`src/rtl/load_store_unit.sv`:
```
// Load/store unit: turns a controller load/store request into one valid/ready word-bus
// transaction. It aligns byte lanes, extends load data, flags bad requests and aborts stuck accesses.
module load_store_unit #(
  parameter int TIMEOUT = 16
) (
  input  logic        clk,
  input  logic        rst,
  input  logic        rd_en,
  input  logic        wr_en,
  input  logic [2:0]  mem_acc_mode,
  input  logic [31:0] addr,
  input  logic [31:0] wdata,
  output logic [31:0] rdata,
  output logic        stall,
  output logic        lsu_err,
  output logic        bus_req,
  output logic        bus_we,
  output logic [31:0] bus_addr,
  output logic [3:0]  bus_be,
  output logic [31:0] bus_wdata,
  input  logic        bus_ready,
  input  logic [31:0] bus_rdata
);

  localparam logic [1:0] IDLE = 2'b00;
  localparam logic [1:0] REQ  = 2'b01;
  localparam logic [1:0] DONE = 2'b10;

  localparam logic [2:0] MODE_B  = 3'b000;
  localparam logic [2:0] MODE_H  = 3'b001;
  localparam logic [2:0] MODE_W  = 3'b010;
  localparam logic [2:0] MODE_BU = 3'b011;
  localparam logic [2:0] MODE_HU = 3'b100;

  localparam logic [7:0] LAST_CNT = 8'(TIMEOUT - 1);

  logic [1:0]  state;
  logic [2:0]  mode_q;
  logic [1:0]  off_q;
  logic [7:0]  cnt;

  logic        req_any;
  logic        mode_legal;
  logic        misaligned;
  logic        req_ok;
  logic        req_bad;
  logic [3:0]  be_next;
  logic [31:0] wdata_next;
  logic [31:0] lane;
  logic [31:0] load_val;

  // Request qualification: exactly one of rd_en/wr_en, a legal mode for that direction, aligned.
  always_comb begin
    req_any    = rd_en | wr_en;
    mode_legal = 1'b0;
    misaligned = 1'b0;
    case (mem_acc_mode)
      MODE_B, MODE_H, MODE_W: mode_legal = 1'b1;
      MODE_BU, MODE_HU:       mode_legal = rd_en & ~wr_en;
      default:                mode_legal = 1'b0;
    endcase
    case (mem_acc_mode)
      MODE_H, MODE_HU: misaligned = addr[0];
      MODE_W:          misaligned = |addr[1:0];
      default:         misaligned = 1'b0;
    endcase
    req_ok  = (rd_en ^ wr_en) & mode_legal & ~misaligned;
    req_bad = req_any & ~req_ok;
  end

  always_comb begin
    be_next    = 4'b1111;
    wdata_next = wdata;
    case (mem_acc_mode)
      MODE_B, MODE_BU: begin
        be_next    = 4'b0001 << addr[1:0];
        wdata_next = {4{wdata[7:0]}};
      end
      MODE_H, MODE_HU: begin
        be_next    = 4'b0011 << {addr[1], 1'b0};
        wdata_next = {2{wdata[15:0]}};
      end
      default: begin
        be_next    = 4'b1111;
        wdata_next = wdata;
      end
    endcase
  end

  // Shift the addressed lane down to bit 0, then extend according to the latched mode.
  always_comb begin
    lane     = bus_rdata;
    load_val = bus_rdata;
    case (mode_q)
      MODE_B, MODE_BU: lane = bus_rdata >> {off_q, 3'b000};
      MODE_H, MODE_HU: lane = bus_rdata >> {off_q[1], 4'b0000};
      default:         lane = bus_rdata;
    endcase
    case (mode_q)
      MODE_B:  load_val = {{24{lane[7]}}, lane[7:0]};
      MODE_H:  load_val = {{16{lane[15]}}, lane[15:0]};
      MODE_BU: load_val = {24'd0, lane[7:0]};
      MODE_HU: load_val = {16'd0, lane[15:0]};
      default: load_val = lane;
    endcase
  end

  assign bus_req = (state == REQ);
  assign stall   = ((state == IDLE) && req_ok) || (state == REQ);

  always_ff @(posedge clk) begin
    if (rst) begin
      state     <= IDLE;
      mode_q    <= 3'd0;
      off_q     <= 2'd0;
      cnt       <= 8'd0;
      rdata     <= 32'd0;
      lsu_err   <= 1'b0;
      bus_we    <= 1'b0;
      bus_addr  <= 32'd0;
      bus_be    <= 4'd0;
      bus_wdata <= 32'd0;
    end else begin
      lsu_err <= 1'b0;
      case (state)
        IDLE: begin
          if (req_ok) begin
            bus_we    <= wr_en;
            bus_addr  <= {addr[31:2], 2'b00};
            bus_be    <= be_next;
            bus_wdata <= wdata_next;
            mode_q    <= mem_acc_mode;
            off_q     <= addr[1:0];
            cnt       <= 8'd0;
            state     <= REQ;
          end else if (req_bad) begin
            lsu_err <= 1'b1;
          end
        end
        REQ: begin
          // A ready in the last counted cycle still completes the access.
          if (bus_ready) begin
            if (!bus_we) rdata <= load_val;
            state <= DONE;
          end else if (cnt == LAST_CNT) begin
            if (!bus_we) rdata <= 32'd0;
            lsu_err <= 1'b1;
            state   <= DONE;
          end else begin
            cnt <= cnt + 8'd1;
          end
        end
        DONE:    state <= IDLE;
        default: state <= IDLE;
      endcase
    end
  end

endmodule

```
`config.mk`:
```
export PLATFORM = sky130hd
export DESIGN_NAME = load_store_unit
export DESIGN_NICKNAME = d
export VERILOG_FILES = /design/src/rtl/load_store_unit.sv
export SDC_FILE = /design/constraint.sdc
export NUM_CORES = 1
export LEC_CHECK = 0
export CAP_MARGIN = 20
export CORE_MARGIN = 10
export CORE_UTILIZATION = 40
export CTS_BUF_LIST = sky130_fd_sc_hd__clkbuf_8
export CTS_CLUSTER_DIAMETER = 80
export DETAILED_ROUTE_END_ITERATION = 12
export GPL_TIMING_DRIVEN = 0
export PLACE_DENSITY = 0.74
export SETUP_SLACK_MARGIN = 0.05
export SYNTH_ARGS = -nofsm -noshare
export SYNTH_HDL_FRONTEND = slang
export SYNTH_SLANG_ARGS = --single-unit
```
`constraint.sdc`:
```
create_clock -name clk -period 2.6 [get_ports clk]
set_clock_uncertainty 0.15 [all_clocks]
set_input_delay 0.26 -clock clk [delete_from_list [all_inputs] [get_ports clk]]
set_output_delay 0.26 -clock clk [all_outputs]
set_load 0.01 [all_outputs]
```
==> flow_summary.ini <==
[die]
rows = 42
core_mm2 = 0.0132
die_w_um = 136
initial_core_util_pct = 40.8
die_y_um = 136
dieArea_mm2 = 0.0186
io_pins = 208

[critical_path]
critPathTopFamily = buffers and inverters
cp_max_fo = 18
worst_path_max_delay_cell = clkdlybuf4s50_1
worst-setup-path-type = in2out
cp_data_required_time_ps = 2190
critPathBufInv = 4
max_stage_delay_ps = 480
startpoint_type = input pin
cp.arrival_ps = 1940
setup.worst_path.end_class = output port
path_cells = clkdlybuf4s50_1 > inv_1 > ha_1 > o211ai_1 > a21o_1 > buf_4 > nand2_1 > dlygate4sd2_1

[synth]
synth_edf_count = 0
ys_ff_latch = 115
synth_ff_type = dfxtp_1
synth_area_mm2 = 0.00541
synth.yosys.warnings = 0
syn_inst = 660
ys_types = 59
avgSynthCellArea_um2 = 8.19
async_flop_share_pct = 0
yosysSeqAreaShare_pct = 42.6

[sta]
finalSetupViolCount = 0
max_slew_margin_pct = 53.5
drv_slew = 0
achievable-frequency_mhz = 426
period_needed_ps = 2350
layout_setup_ws_ps = 253
tightest_slew_ps = 684
rsz0062_at_grt = no
timing.final.crit_share_pct = 90.3
hold_viol = 0

[grt]
grt_start_max_net_pins = 17
grt_overflow = 0
grt_pass1_wl_um = 29500
grt_usage_pct = 20.1
antenna_found_initial = 0
grt_pass1_vias = 5428

[routing]
final_antenna_net_count = 0
vias = 5511
drt_iter0_markers = 372
finalWirelength_um = 18900
drc = 0
first_pass_iters = 5
vias_per_cell = 5.16
wire_per_inst_um = 17.7

[final_layout]
drive_above_1_share_pct = 10.5
fillCellCount = 1254
regArea_mm2 = 0.00230
layout.nets = 987
finalInstanceArea_mm2 = 0.00806
n_antenna_cell = 0
synthToLayoutAreaGrowth_pct = 49.1
multiInputGateArea_mm2 = 0.00281

[placement]
pre_cts_slack_ps = -234
place_area_mm2 = 0.00763
gp_congestion = 0.899
hpwl_um = 14500
port-buffer-count = 200

[pwr]
p_total_uw = 4520
pwr-share-seq_pct = 41.7
switching_share_pct = 26.6
pwr-share-comb_pct = 19.2
power_density_mw_per_mm2 = 560
internal_power_uw = 3320
pwr-share-clk_pct = 39.1
leakagePower_uw = 0.00306
power.switching_uw = 1200
ir_drop_uv = 321

[clocking]
clkSinkCount = 115
clkSlewWorstSetupHoldPaths_ps = 70
cts.htree.levels = 4
cts_root_buffer = clkbuf_8
cts_buffers = 17
hold_buffers = 0
cts_tree = done
cts_buffer_depth = 2
clock_latency_ps = 440

[outcome]
status = finished, final reports clean

[min_path]
hold_class = in2reg

[job]
cap_violations = 0
## synth_stat cells, types with 2 or more instances
library cell,instances,area share [%]
clkbuf_1,21,1.5
a22oi_1,10,1.4
inv_1,5,0.35
a221o_1,6,1.1
a21o_1,2,0.28
o22ai_1,8,0.93
nor2_1,45,3.1
buf_2,23,2.1
nor3b_1,4,0.56
nand3b_1,3,0.42
or3_1,2,0.23
dfxtp_1,115,43
nor3_1,6,0.56
a222oi_1,7,1.3
ha_1,3,0.69
nor2b_1,4,0.46
and3_1,4,0.46
a211oi_2,10,2.3
o21a_1,3,0.42
buf_4,8,1.1
and3b_1,2,0.32
xnor2_2,2,0.60
a211oi_1,8,1.1
mux2_2,8,1.7
o21ai_0,32,3.0
xor2_1,4,0.65
nand3_1,20,1.9
buf_6,2,0.42
and2_1,2,0.23
o211ai_1,3,0.42
a21oi_1,79,7.3
nor4_1,2,0.23
mux2i_1,26,4.8
nand2_1,142,9.9
nand2b_1,14,1.6
o221ai_1,2,0.32
## final timing paths
kind,cells after the start,to,slack (ps),start
max,8,stall,250,wr_en
min,3,off_q[1]$_SDFFE_PP0P_,70,addr[1]
max reg2reg,8,rdata[7]$_SDFFE_PP0P_,350,cnt[0]$_SDFFE_PP0P_
min reg2reg,2,rdata[30]$_SDFFE_PP0P_,300,rdata[30]$_SDFFE_PP0P_
## repair_timing
| item | in CTS | in global routing |
|---|---|---|
| buffers inserted | 1 | 0 |
| setup endpoints to repair | 1 | 1 |
| pin swaps | 1 | 0 |
| resized for setup | 2 | 0 |
## metal layers
| metal | GRT usage (%) | share of wire (%) | vias to the layer above | wire length [um] |
|---|---|---|---|---|
| li1 | - | - | 2745 | - |
| met2 | 33.5 | 49 | 187 | 9200 |
| met3 | 5.90 | 7.1 | 38 | 1340 |
| met1 | 23.7 | 42 | 2541 | 7930 |
| met4 | 7.93 | 2.3 | 0 | 434 |
| met5 | 0 | 0 | - | 0 |
## metrics by stage
stage | std cells | hold slack, ps | setup TNS [ps] | util [%]
floorplan | 661 | 209 | 0 | -
global placement | 1037 | 285 | -208 | 57.6
detailed placement | 1037 | 292 | -234 | 57.6
CTS | 1070 | 42.9 | 0 | 60.9
global route | 1069 | 93.9 | 0 | 60.9
finish | 1069 | 68.0 | 0 | 60.9
## power groups by stage
stage	clock network, uW	registers, uW	logic (uW)
4_1_cts	1790	1880	869
2_1_floorplan	0	1960	379
3_5_place_dp	0	1920	861
3_3_place_gp	0	1920	858
6_report	1760	1880	867
5_1_grt	1870	1890	944
## placed cells by master, fill, tap and decap left out, types with 3 or more instances in the layout
| cell type | n |
|---|---|
| o22ai_1 | 8 |
| a211oi_1 | 8 |
| a22oi_1 | 10 |
| buf_4 | 9 |
| bufinv_16 | 3 |
| clkinv_2 | 6 |
| nand2_1 | 142 |
| nor3_1 | 6 |
| nor2_1 | 45 |
| buf_2 | 22 |
| o211ai_1 | 3 |
| o21a_1 | 3 |
| a222oi_1 | 7 |
| nor2b_1 | 4 |
| clkdlybuf4s50_1 | 199 |
| ha_1 | 3 |
| a211oi_2 | 10 |
| and3_1 | 4 |
| nand3_1 | 20 |
| clkbuf_1 | 21 |
| nand2b_1 | 14 |
| a21oi_1 | 78 |
| inv_1 | 6 |
| mux2i_1 | 26 |
| o21ai_0 | 32 |
| xor2_1 | 4 |
| a221o_1 | 6 |
| nor3b_1 | 4 |
| clkbuf_8 | 21 |
| mux2_2 | 8 |
| dfxtp_1 | 115 |
| nand3b_1 | 3 |
## kinds of logic (layout without fill, tap and decap cells)
group           Yosys count  after routing  share of synthesized area (%)
other cells               1              2                         0.0693
simple gates            257            257                           21.1
mux                      35             35                           6.73
flops                   115            115                           42.6
buf+inv                  61            293                           5.60
xor+xnor                  6              6                           1.25
fa+ha+maj                 3              3                          0.694
compound gates          182            182                           22.0
## tightest hold or removal path, delay by kind of cell
kind | cells | cell delay [ps]
and+or+nand+nor | 1 | 100
buffers and inverters | 1 | 190
AOI/OAI and AO/OA | 1 | 50
## flip-flops by register name, summed over array words and instances, names as in the netlist
signal	count
rdata	32
off_q	2
bus_wdata	32
bus_we	1
cnt	8
bus_be	4
mode_q	3
bus_addr	30
state	2
lsu_err	1
## final cells by class
cell class	count	area share (%)
well taps	176	2.73
inverters	6	0.279
clock buffers	21	3.59
repair buffers	201	24.9
flip-flops and latches	115	28.6
multi-input cells	485	34.9
plain buffers	54	3.42
clock inverters	11	1.65
Note: power is estimated with default switching activity, not from simulation.
